## src/rtl/timer_apb_sequencer.sv

```systemverilog
`default_nettype none
// ============================================================================
// timer_apb_sequencer : APB master that loads, runs, polls and stops the timer
// Rev 1.0
// ============================================================================
module timer_apb_sequencer #(
  parameter int unsigned POLL_GAP  = 4,
  parameter int unsigned PREADY_TO = 16
) (
  input  logic       pclk,
  input  logic       presetn,
  input  logic       start,
  input  logic       stop,
  input  logic [7:0] cfg_tdr,
  input  logic       cfg_down,
  input  logic [1:0] cfg_cks,
  input  logic [7:0] cfg_periods,
  output logic       busy,
  output logic       period_pulse,
  output logic       done,
  output logic       err,
  output logic [7:0] paddr,
  output logic       psel,
  output logic       penable,
  output logic       pwrite,
  output logic [7:0] pwdata,
  input  logic [7:0] prdata,
  input  logic       pready,
  input  logic       pslverr
);

  localparam logic [2:0] c_IDLE    = 3'd0;
  localparam logic [2:0] c_WR_TDR  = 3'd1;
  localparam logic [2:0] c_WR_LOAD = 3'd2;
  localparam logic [2:0] c_WR_RUN  = 3'd3;
  localparam logic [2:0] c_GAP     = 3'd4;
  localparam logic [2:0] c_RD_TSR  = 3'd5;
  localparam logic [2:0] c_CLR_TSR = 3'd6;
  localparam logic [2:0] c_WR_STOP = 3'd7;

  // HOLD is the dead cycle with psel low that follows an aborted transfer
  localparam logic [1:0] c_PH_SETUP  = 2'd0;
  localparam logic [1:0] c_PH_ACCESS = 2'd1;
  localparam logic [1:0] c_PH_HOLD   = 2'd2;

  localparam int unsigned c_GAP_LAST = (POLL_GAP > 0) ? POLL_GAP - 1 : 0;
  localparam int unsigned c_GW       = (c_GAP_LAST > 0) ? $clog2(c_GAP_LAST + 1) : 1;
  localparam int unsigned c_TO_LAST  = (PREADY_TO > 0) ? PREADY_TO - 1 : 0;
  localparam int unsigned c_TW       = (c_TO_LAST > 0) ? $clog2(c_TO_LAST + 1) : 1;
  localparam logic [2:0]  c_GAP_NEXT = (POLL_GAP == 0) ? c_RD_TSR : c_GAP;

  logic [2:0]      r_state, w_state_nxt;
  logic [1:0]      r_ph, w_ph_nxt;
  logic [c_GW-1:0] r_gap;
  logic [c_TW-1:0] r_wait;
  logic [7:0]      r_count, r_tdr, r_periods;
  logic [1:0]      r_cks;
  logic            r_down, r_stop_req, r_err, r_pulse, r_done;

  logic       w_xfer, w_access, w_timeout, w_ok, w_fail, w_flag, w_stop, w_last;
  logic [7:0] w_count_inc, w_flag_mask;

  assign w_xfer      = (r_state != c_IDLE) && (r_state != c_GAP);
  assign w_access    = w_xfer && (r_ph == c_PH_ACCESS);
  assign w_timeout   = w_access && !pready && (r_wait == c_TW'(c_TO_LAST));
  assign w_fail      = w_access && ((pready && pslverr) || w_timeout);
  assign w_ok        = w_access && pready && !pslverr;
  assign w_flag_mask = r_down ? 8'h02 : 8'h01;
  assign w_flag      = |(prdata & w_flag_mask);
  assign w_stop      = r_stop_req || stop;
  assign w_count_inc = r_count + 8'd1;
  assign w_last      = (r_periods != 8'd0) && (w_count_inc == r_periods);

  always_ff @(posedge pclk) begin
    if (!presetn) begin
      r_state <= c_IDLE;
      r_ph    <= c_PH_SETUP;
    end else begin
      r_state <= w_state_nxt;
      r_ph    <= w_ph_nxt;
    end
  end

  always_comb begin
    w_state_nxt = r_state;
    w_ph_nxt    = r_ph;
    case (r_state)
      c_IDLE: begin
        if (start) begin
          w_state_nxt = c_WR_TDR;
          w_ph_nxt    = c_PH_SETUP;
        end
      end
      c_GAP: begin
        w_ph_nxt = c_PH_SETUP;
        if (w_stop)
          w_state_nxt = c_WR_STOP;
        else if (r_gap == c_GW'(c_GAP_LAST))
          w_state_nxt = c_RD_TSR;
      end
      default: begin
        if (r_ph == c_PH_ACCESS) begin
          if (w_fail) begin
            w_ph_nxt    = c_PH_HOLD;
            w_state_nxt = (r_state == c_WR_STOP) ? c_IDLE : c_WR_STOP;
          end else if (w_ok) begin
            w_ph_nxt = c_PH_SETUP;
            case (r_state)
              c_WR_TDR:  w_state_nxt = w_stop ? c_WR_STOP : c_WR_LOAD;
              c_WR_LOAD: w_state_nxt = w_stop ? c_WR_STOP : c_WR_RUN;
              c_WR_RUN:  w_state_nxt = w_stop ? c_WR_STOP : c_GAP_NEXT;
              // a set flag is always cleared and counted, even with stop pending
              c_RD_TSR:  w_state_nxt = w_flag ? c_CLR_TSR : (w_stop ? c_WR_STOP : c_GAP_NEXT);
              c_CLR_TSR: w_state_nxt = (w_stop || w_last) ? c_WR_STOP : c_GAP_NEXT;
              default:   w_state_nxt = c_IDLE;
            endcase
          end
        end else if (r_ph == c_PH_SETUP) begin
          w_ph_nxt = c_PH_ACCESS;
        end else begin
          w_ph_nxt = c_PH_SETUP;
        end
      end
    endcase
  end

  always_comb begin
    paddr   = 8'h00;
    pwdata  = 8'h00;
    pwrite  = 1'b0;
    psel    = w_xfer && (r_ph != c_PH_HOLD);
    penable = w_access;
    case (r_state)
      c_WR_TDR:  begin paddr = 8'h00; pwrite = 1'b1; pwdata = r_tdr; end
      c_WR_LOAD: begin paddr = 8'h01; pwrite = 1'b1; pwdata = {3'b100, r_down, 2'b00, r_cks}; end
      c_WR_RUN:  begin paddr = 8'h01; pwrite = 1'b1; pwdata = {3'b001, r_down, 2'b00, r_cks}; end
      c_RD_TSR:  begin paddr = 8'h02; pwrite = 1'b0; end
      c_CLR_TSR: begin paddr = 8'h02; pwrite = 1'b1; end
      c_WR_STOP: begin paddr = 8'h01; pwrite = 1'b1; end
      default:   begin paddr = 8'h00; end
    endcase
  end

  always_ff @(posedge pclk) begin
    if (!presetn) begin
      r_gap      <= '0;
      r_wait     <= '0;
      r_count    <= 8'h00;
      r_tdr      <= 8'h00;
      r_periods  <= 8'h00;
      r_cks      <= 2'b00;
      r_down     <= 1'b0;
      r_stop_req <= 1'b0;
      r_err      <= 1'b0;
      r_pulse    <= 1'b0;
      r_done     <= 1'b0;
    end else begin
      r_gap   <= (r_state == c_GAP) ? r_gap + c_GW'(1) : '0;
      r_wait  <= (w_access && !pready) ? r_wait + c_TW'(1) : '0;
      r_pulse <= w_ok && (r_state == c_CLR_TSR);
      r_done  <= w_ok && (r_state == c_WR_STOP) && !r_err;
      if ((r_state == c_IDLE) && start) begin
        r_tdr      <= cfg_tdr;
        r_down     <= cfg_down;
        r_cks      <= cfg_cks;
        r_periods  <= cfg_periods;
        r_count    <= 8'h00;
        r_err      <= 1'b0;
        r_stop_req <= 1'b0;
      end else begin
        if (w_fail)
          r_err <= 1'b1;
        if (w_ok && (r_state == c_CLR_TSR))
          r_count <= w_count_inc;
        if (stop && (r_state != c_IDLE) && (r_state != c_WR_STOP))
          r_stop_req <= 1'b1;
      end
    end
  end

  assign busy         = (r_state != c_IDLE);
  assign period_pulse = r_pulse;
  assign done         = r_done;
  assign err          = r_err;

endmodule
`default_nettype wire

```

## config.mk

```make
export PLATFORM = sky130hd
export DESIGN_NAME = timer_apb_sequencer
export DESIGN_NICKNAME = d
export VERILOG_FILES = /design/src/rtl/timer_apb_sequencer.sv
export SDC_FILE = /design/constraint.sdc
export NUM_CORES = 1
export LEC_CHECK = 0
export CORE_MARGIN = 5
export CORE_UTILIZATION = 48
export CTS_CLUSTER_DIAMETER = 80
export DETAILED_ROUTE_END_ITERATION = 16
export GPL_TIMING_DRIVEN = 1
export PLACE_DENSITY = 0.76
export SKIP_CTS_REPAIR_TIMING = 1
export SLEW_MARGIN = 30
export SYNTH_ARGS = -nofsm -noshare
export SYNTH_HDL_FRONTEND = slang
export SYNTH_SLANG_ARGS = --single-unit
```

## constraint.sdc

```tcl
create_clock -name pclk -period 2.3 [get_ports pclk]
set_clock_uncertainty 0.05 [all_clocks]
set_input_delay 0.575 -clock pclk [delete_from_list [all_inputs] [get_ports pclk]]
set_output_delay 0.575 -clock pclk [all_outputs]
set_load 0.01 [all_outputs]
```

==> metrics.yaml, run 1 <==
run_status:
  run_status: "finished clean"
floorplanning:
  die_area_um2: 5810
  fp.dieW_um: 76.2
  die_h_um: 76.2
  core-area_um2: 4290
  row_count: 24
  start_util: 0.490
  io_pins: 56
run:
  drv_cap: 0
synth:
  yosys_register_bits: 42
  ys_warn_count: 0
  synth_cell_types: 41
  synth_area_um2: 2100
  synth_edf_count: 0
  synth_area_leader_cell: "dfxtp_1"
  async_flop_share: 0
  synth_top_area_frac: 0.400
  synthTopCellsByArea: "dfxtp_1, nand2_1, a21oi_1"
  syn_area_per_cell_um2: 7.60
  synthTopCellsByCount: "nand2_1, dfxtp_1, a21oi_1, nor2_1, clkbuf_1"
  yosysSeqAreaShare: 0.400
  synth_ff_type: "dfxtp_1"
  syn_inst: 277
  yosysMostFrequentCell: "nand2_1"
critical_path:
  worstSetupPathType: "flop to primary output"
  slowest_stage: "clkdlybuf4s50_1"
  arrival_ns: 1.60
  critPathLaunchType: "flop"
  cp.buffers_inverters: 2
  critPathMaxFanout: 7
  endpoint_kind: "primary output"
  slowest_delay_ns: 0.55
  path_cells: "buf_4, nand2_1, nor2_1, clkdlybuf4s50_1"
  crit_family: "buffers and inverters"
  required_ns: 1.67
sta:
  holdWs_ns: 0.376
  rsz0062_at_grt: "false"
  fin_crit_ns: 2.22
  fin_tns_setup_ns: 0
  worst_pin_slew_ns: 0.568
  fmaxAchievable_ghz: 0.450
  period_share: 0.966
  finalHoldViolCount: 0
  maxSlewViolCount: 0
  setup_violations: 0
  setup_slack_ns: 0.0783
  relSlewSlack: 0.617
clock_network:
  cts_root_buf: "clkbuf_8"
  htree_levels: 2
  clk_latency_ns: 0.30
  numClockSinks: 42
  path_clk_slew_ns: 0.09
  cts_tree: "yes"
  clock_path_buffers: 2
  cts_buffers: 5
drt:
  first_pass_iters: 4
  num_vias: 2012
  drc_errors: 0
  wire_per_inst_um: 13.7
  totalWireLength_mm: 5.21
  antenna_left: 0
  initialDrtViolationCount: 168
  avgViaCountPerCell: 5.28
placement:
  place_hpwl_mm: 3.71
  place_area_um2: 2650
  place.port_buffers: 43
  placed_cells: 373
  finalWeightedCongestion: 0.846
  pre_cts_ws_ns: -0.0345
finish:
  n_antenna_cell: 0
  syn_to_final_growth_pct: 35.0
  fin_nets: 364
  fin_cells: 381
  final_util: 0.661
  finish.instance_area_um2: 2840
  drive_gt1_frac: 0.0973
power_and_ir_drop:
  power_density_nw_per_um2: 743
  vdd_drop_max_v: 0.000406
  total_power_mw: 2.11
  p_leak_nw: 1.28
min_path:
  hold_path_class: "flop to flop"
global_routing:
  grt_use_total: 0.181
  grt_max_degree: 24
  grt-ovfl-total: 0
  antenna_found_initial: 0
  grt_pass1_vias: 1937
  grt_pass1_wl_mm: 8.83
## worst reg2reg max path: stages, from the launching register on
cell and delay, ns:
dfxtp_1 0.46, ha_1 0.26, and3_1 0.27, a31oi_1 0.11
and4b_1 0.26, nand4_1 0.18, a211oi_1 0.34
## cells in the final DEF, fill, tap and decap left out, types with 3 or more instances in the layout
master and count:
a31oi_1 5, clkbuf_8 6, a21oi_1 32, xor2_1 8
a211oi_1 5, nor3_1 3, dlymetal6s2s_1 12, buf_4 14
nand4_1 4, clkdlybuf4s50_1 31, nand2_1 51, and3_1 5
xnor2_1 9, nand2b_1 3, ha_1 3, nor2_1 32
conb_1 6, or3_1 5, dfxtp_1 41, nand3_1 8
o21ai_0 5, inv_1 9
## worst paths after layout
check | endpoint | startpoint | cells after the start | slack [ns]
worst max-delay path | pwdata[5] | r_state[0] | 4 | 0.08
worst min-delay path | r_gap[0] | r_gap[0] | 1 | 0.38
worst max register to register | r_state[0] | r_count[0] | 6 | 0.27
worst min register to register | r_gap[0] | r_gap[0] | 1 | 0.38
## cell type report
| cell class | count | area (um2) |
|---|---|---|
| clock buffers | 6 | 82.6 |
| inverters | 10 | 37.5 |
| multi-input cells | 210 | 1150 |
| fillers | 366 | 1450 |
| clock inverters | 2 | 60.1 |
| well taps | 52 | 65.1 |
| flip-flops and latches | 42 | 845 |
| repair buffers | 59 | 597 |
## kinds of logic after synthesis
kind of cell             Yosys count  share of synthesized area
AO/OA/AOI/OAI                     55                      0.153
XOR/XNOR                          17                     0.0708
AND/OR/NAND/NOR                  127                      0.282
buffers and inverters             30                     0.0648
other                              1                    0.00178
adder cells (fa/ha/maj)            3                     0.0178
flip-flops                        42                      0.400
multiplexers                       2                    0.00951
## per-layer routing
metal	vias up	wire length, um	track usage
li1	1032	-	-
met1	906	2390	0.239
met5	-	0	0
met3	9	340	0.0532
met2	65	2390	0.274
met4	0	94	0.0769
## flip-flops by register name, summed over array words and instances, names as in the netlist, 2 cells and up
name       cells
r_periods      8
r_wait         4
r_state        3
r_gap          2
r_tdr          8
r_count        8
r_cks          2
r_ph           2
## report_power, final
group          total [mW]  internal (mW)  switching [mW]
combinational       0.546          0.262           0.284
clock               0.730          0.463           0.267
sequential          0.833          0.783          0.0504
total                2.11           1.51           0.601
Power figures use the tool's default switching activity.
==> inputs of run 2 (changes only) <==
CORE_UTILIZATION = 49   (was 48)
PLACE_DENSITY = 0.78   (was 0.76)
clock period = 2.9 ns   (was 2.3 ns; I/O delays follow)
==> metrics.yaml, run 2 (same netlist as run 1, synthesis figures left out) <==
critical_path:
  r2r_setup_slack_ns: 0.84  # +0.57 ns
  crit_start: "r_state[1]"
  slowest_delay_ns: 0.56  # about the same
  critPathLaunchType: "flop"
  rr_endpoint: "r_count[7]"
  path_cells: "nor2b_2, nand2_1, a21oi_1, clkdlybuf4s50_1"
  required_ns: 2.12  # +0.45 ns
  r2r_start: "r_state[1]"
  arrival_ns: 1.82  # +0.22 ns
  critPathMaxFanout: 23  # +16
  worstSetupPathType: "flop to primary output"
  endpoint_kind: "primary output"
  reg2reg_depth: 5  # -1
  slowest_stage: "clkdlybuf4s50_1"
global_routing:
  grt_max_degree: 24  # unchanged
  grt_pass1_vias: 1853  # -4.3%
  grt-ovfl-total: 0  # unchanged
  grt_pass1_wl_mm: 7.99  # -9.5%
  antenna_found_initial: 0  # unchanged
  grt_use_total: 0.182  # +0.000611
clock_network:
  path_clk_slew_ns: 0.08  # about the same
  clk_latency_ns: 0.30  # about the same
  cts_root_buf: "clkbuf_8"
  clock_path_buffers: 2  # unchanged
  htree_levels: 2  # unchanged
  numClockSinks: 42  # unchanged
  cts_buffers: 5  # unchanged
  cts_tree: "yes"
finish:
  final_util: 0.664  # +0.00208
  fin_cells: 370  # -2.9%
  largest_registers: "r_count x8, r_periods x8, r_tdr x8"
  fin_nets: 355  # -2.5%
  drive_gt1_frac: 0.0656  # -0.0316
  layout_commonest_cell: "nand2_1"
  syn_to_final_growth_pct: 28.8
  layout_common_cells: "nand2_1, clkdlybuf4s50_1, dfxtp_1"
  n_antenna_cell: 0  # unchanged
placement:
  finalWeightedCongestion: 0.798  # -5.6%
  place_hpwl_mm: 3.47  # -6.3%
  placed_cells: 362  # -2.9%
  place.port_buffers: 43  # unchanged
sta:
  worst_pin_slew_ns: 0.557  # -0.0108 ns
  maxSlewViolCount: 0  # unchanged
  fin_crit_ns: 2.59
  rsz0062_at_grt: "false"
  period_share: 0.894
  finalHoldViolCount: 0  # unchanged
  relSlewSlack: 0.624  # +0.00728
  fin_tns_setup_ns: 0  # unchanged
  fmaxAchievable_ghz: 0.386
  setup_violations: 0  # unchanged
  holdWs_ns: 0.374  # -0.00246 ns
drt:
  drc_errors: 0  # unchanged
  num_vias: 1946  # -3.3%
  wire_per_inst_um: 12.7  # -6.8%
  avgViaCountPerCell: 5.26  # -0.40%
  initialDrtViolationCount: 84  # -50%
  first_pass_iters: 4  # unchanged
  antenna_left: 0  # unchanged
  totalWireLength_mm: 4.72  # -9.5%
floorplanning:
  fp.dieW_um: 75.5  # -0.89%
  core-area_um2: 4090  # -4.8%
  row_count: 23  # -4.2%
  start_util: 0.515  # +0.0249
  die_h_um: 75.5  # -0.89%
  io_pins: 56  # unchanged
  die_area_um2: 5710  # -1.8%
min_path:
  min_from: "r_gap[0]"
  min_to: "r_gap[0]"
  min_path_cells: 1  # unchanged
  hold_path_class: "flop to flop"
run_status:
  run_status: "finished clean"
run:
  drv_cap: 0  # unchanged
power_and_ir_drop:
  power_density_nw_per_um2: 592  # -20%
  vdd_drop_max_v: 0.000383  # -5.6%
  p_leak_nw: 1.03  # -20%
run 2: routing by layer:
layer / global-route usage / routed length (um)
met5: 0 / 0
met4: 0.0718 / 95
met3: 0.0594 / 377
met2: 0.282 / 2040
met1: 0.234 / 2210
run 2: cell type report:
type                    instances  area, um2
fillers                       360       1380
multi-input cells             210       1150
flip-flops and latches         42        842
repair buffers                 50        483
clock buffers                   5       68.8
clock inverters                 3       68.8
well taps                      50       62.6
inverters                      10       37.5
run 2: worst max path at each step:
stage	to	slack (ns)	depth (start not counted)
global placement	r_count[7]	0.34	6
global route	pwdata[7]	0.15	4
detailed placement	r_count[7]	0.32	6
finish	pwdata[7]	0.31	4
CTS	pwdata[7]	0.03	4
floorplan	paddr[0]	0.87	3
run 2: where the power goes:
group	internal, mW	total (mW)	switching (mW)
registers	0.620	0.667	0.0471
clock network	0.345	0.554	0.209
logic	0.182	0.385	0.203
run 2: worst max-delay path: cells and delay by family, from the launching register on:
family	cells	cell delay (ns)
AO/OA/AOI/OAI	1	0.17
buffers and inverters	1	0.56
AND/OR/NAND/NOR	2	0.36
flip-flops	1	0.45
run 2: through the flow:
step	setup slack, ns	total power, mW	area, um2
2_1_floorplan	0.869	0.910	2120
3_3_place_gp	0.338	1.06	2570
3_5_place_dp	0.317	1.06	2570
4_1_cts	0.0288	1.61	2710
5_1_grt	0.154	1.69	2710
6_report	0.307	1.61	2710
==> inputs of run 3 (changes only) <==
SETUP_SLACK_MARGIN = 0.4   (was unset)
==> metrics.yaml, run 3 (same netlist as run 1, synthesis figures left out) <==
run_status:
  run_status: "finished clean"
clock_network:
  numClockSinks: 42  # unchanged
  clock_path_buffers: 2  # unchanged
  clk_latency_ns: 0.30  # about the same
  cts_root_buf: "clkbuf_8"
  cts_tree: "yes"
  htree_levels: 2  # unchanged
  cts_buffers: 5  # unchanged
  path_clk_slew_ns: 0.08  # about the same
floorplanning:
  die_area_um2: 5710  # unchanged
  fp.dieW_um: 75.5  # unchanged
  die_h_um: 75.5  # unchanged
  core-area_um2: 4090  # unchanged
  start_util: 0.515  # unchanged
  row_count: 23  # unchanged
  io_pins: 56  # unchanged
critical_path:
  path_depth: 4  # unchanged
  crit_start: "r_state[1]"
  cp.buffers_inverters: 1  # unchanged
  r2r_start: "r_state[0]"
  worstSetupPathType: "flop to primary output"
  critPathLaunchType: "flop"
  arrival_ns: 1.71  # -0.11 ns
  endpoint: "pwdata[7]"
  rr_endpoint: "r_state[0]"
  critPathMaxFanout: 23  # unchanged
  endpoint_kind: "primary output"
  slowest_stage: "clkdlybuf4s50_1"
  required_ns: 2.12  # about the same
  reg2reg_depth: 7  # +2
  r2r_setup_slack_ns: 0.84  # about the same
  path_cells: "nor2b_4, nand2_1, a21oi_1, clkdlybuf4s50_1"
  crit_family: "buffers and inverters"
  slowest_delay_ns: 0.56  # about the same
sta:
  rsz0062_at_grt: "true"
  period_share: 0.856  # -0.0381
  worst_pin_slew_ns: 0.520  # -0.0364 ns
  fin_crit_ns: 2.48  # -0.111 ns
  finalHoldViolCount: 0  # unchanged
  setup_violations: 0  # unchanged
  fmaxAchievable_ghz: 0.403  # +4.5%
  fin_tns_setup_ns: 0  # unchanged
  maxSlewViolCount: 0  # unchanged
  setup_slack_ns: 0.418  # +0.111 ns
  relSlewSlack: 0.648  # +0.0246
global_routing:
  grt-ovfl-total: 0  # unchanged
  antenna_found_initial: 0  # unchanged
  grt_use_total: 0.182  # unchanged
  grt_pass1_wl_mm: 7.99  # unchanged
  grt_max_degree: 24  # unchanged
  grt_pass1_vias: 1853  # unchanged
finish:
  largest_registers: "r_count x8, r_periods x8, r_tdr x8"
  layout_common_cells: "nand2_1, dfxtp_1, clkdlybuf4s50_1"
  drive_gt1_frac: 0.0717  # +0.00603
  layout_commonest_cell: "nand2_1"
  final_util: 0.671  # +0.00765
  fin_nets: 356  # +0.28%
  syn_to_final_growth_pct: 30.3
  n_antenna_cell: 0  # unchanged
power_and_ir_drop:
  vdd_drop_max_v: 0.000382  # -0.35%
  p_leak_nw: 1.12  # +9.5%
  power_density_nw_per_um2: 588  # -0.66%
placement:
  place.port_buffers: 43  # unchanged
  place_hpwl_mm: 3.47  # unchanged
  finalWeightedCongestion: 0.798  # unchanged
  pre_cts_ws_ns: 0.317  # unchanged
drt:
  totalWireLength_mm: 4.70  # -0.40%
  first_pass_iters: 4  # unchanged
  avgViaCountPerCell: 5.24  # -0.37%
  drc_errors: 0  # unchanged
  wire_per_inst_um: 12.7  # -0.67%
  initialDrtViolationCount: 71  # -15%
  num_vias: 1944  # -0.10%
  antenna_left: 0  # unchanged
min_path:
  hold_path_class: "flop to flop"
run:
  drv_cap: 0  # unchanged
## run 3: changes by cell type in the layout (fill, tap and decap cells not counted)
cell	before	now
clkdlybuf4s50_1	43	38
dlymetal6s2s_1	0	5
buf_6	0	1
dfxtp_2	1	0
dfxtp_4	0	1
inv_1	10	9
inv_2	0	1
nor2b_2	1	0
nor2b_4	0	1
## run 3: power breakdown
group / internal (mW) / switching (mW)
clock: 0.345 / 0.209
sequential: 0.621 / 0.0487
combinational: 0.187 / 0.203
total: 1.15 / 0.461
## run 3: final cells by class
cell class                      instances  area, um2
Tap cell                               50       62.6
Inverter                               10       37.5
Clock inverter                          3       68.8
Clock buffer                            5       68.8
Sequential cell                        42        845
Timing Repair Buffer                   51        507
Multi-Input combinational cell        210       1150
Fill cell                             353       1340
## run 3: worst register-to-register path, delay by kind of cell, from the launching register on
kind	cells	cell delay [ns]
DFF	1	0.33
buffers and inverters	2	0.30
AOI/OAI and AO/OA	2	0.62
and+or+nand+nor	3	0.67
## run 3: how the worst min path moves through the flow
| stage | slack, ns | to | start | cells past startpoint |
|---|---|---|---|---|
| 3_5_place_dp | 0.37 | r_gap[0] | r_gap[0] | 1 |
| 4_1_cts | 0.38 | r_gap[0] | r_gap[0] | 1 |
| 2_1_floorplan | 0.35 | r_gap[0] | r_gap[0] | 1 |
| 6_report | 0.37 | r_gap[0] | r_gap[0] | 1 |
| 3_3_place_gp | 0.36 | r_gap[0] | r_gap[0] | 1 |
| 5_1_grt | 0.43 | r_tdr[2] | r_tdr[2] | 2 |
## run 3: stage by stage
step / cell area [um2] / total power, mW / std cells / hold WS (ns)
CTS: 2710 / 1.61 / 370 / 0.385
global placement: 2570 / 1.06 / 362 / 0.360
detailed placement: 2570 / 1.06 / 362 / 0.373
finish: 2740 / 1.61 / 371 / 0.374
floorplan: 2120 / 0.910 / 282 / 0.349
global route: 2740 / 1.70 / 371 / 0.425
## run 3: layer usage
metal | vias to the layer above | part of all wire | global-route usage
met5 | - | 0 | 0
met4 | 0 | 0.019 | 0.0718
met3 | 8 | 0.080 | 0.0594
met2 | 57 | 0.44 | 0.282
met1 | 867 | 0.46 | 0.234
li1 | 1012 | - | -
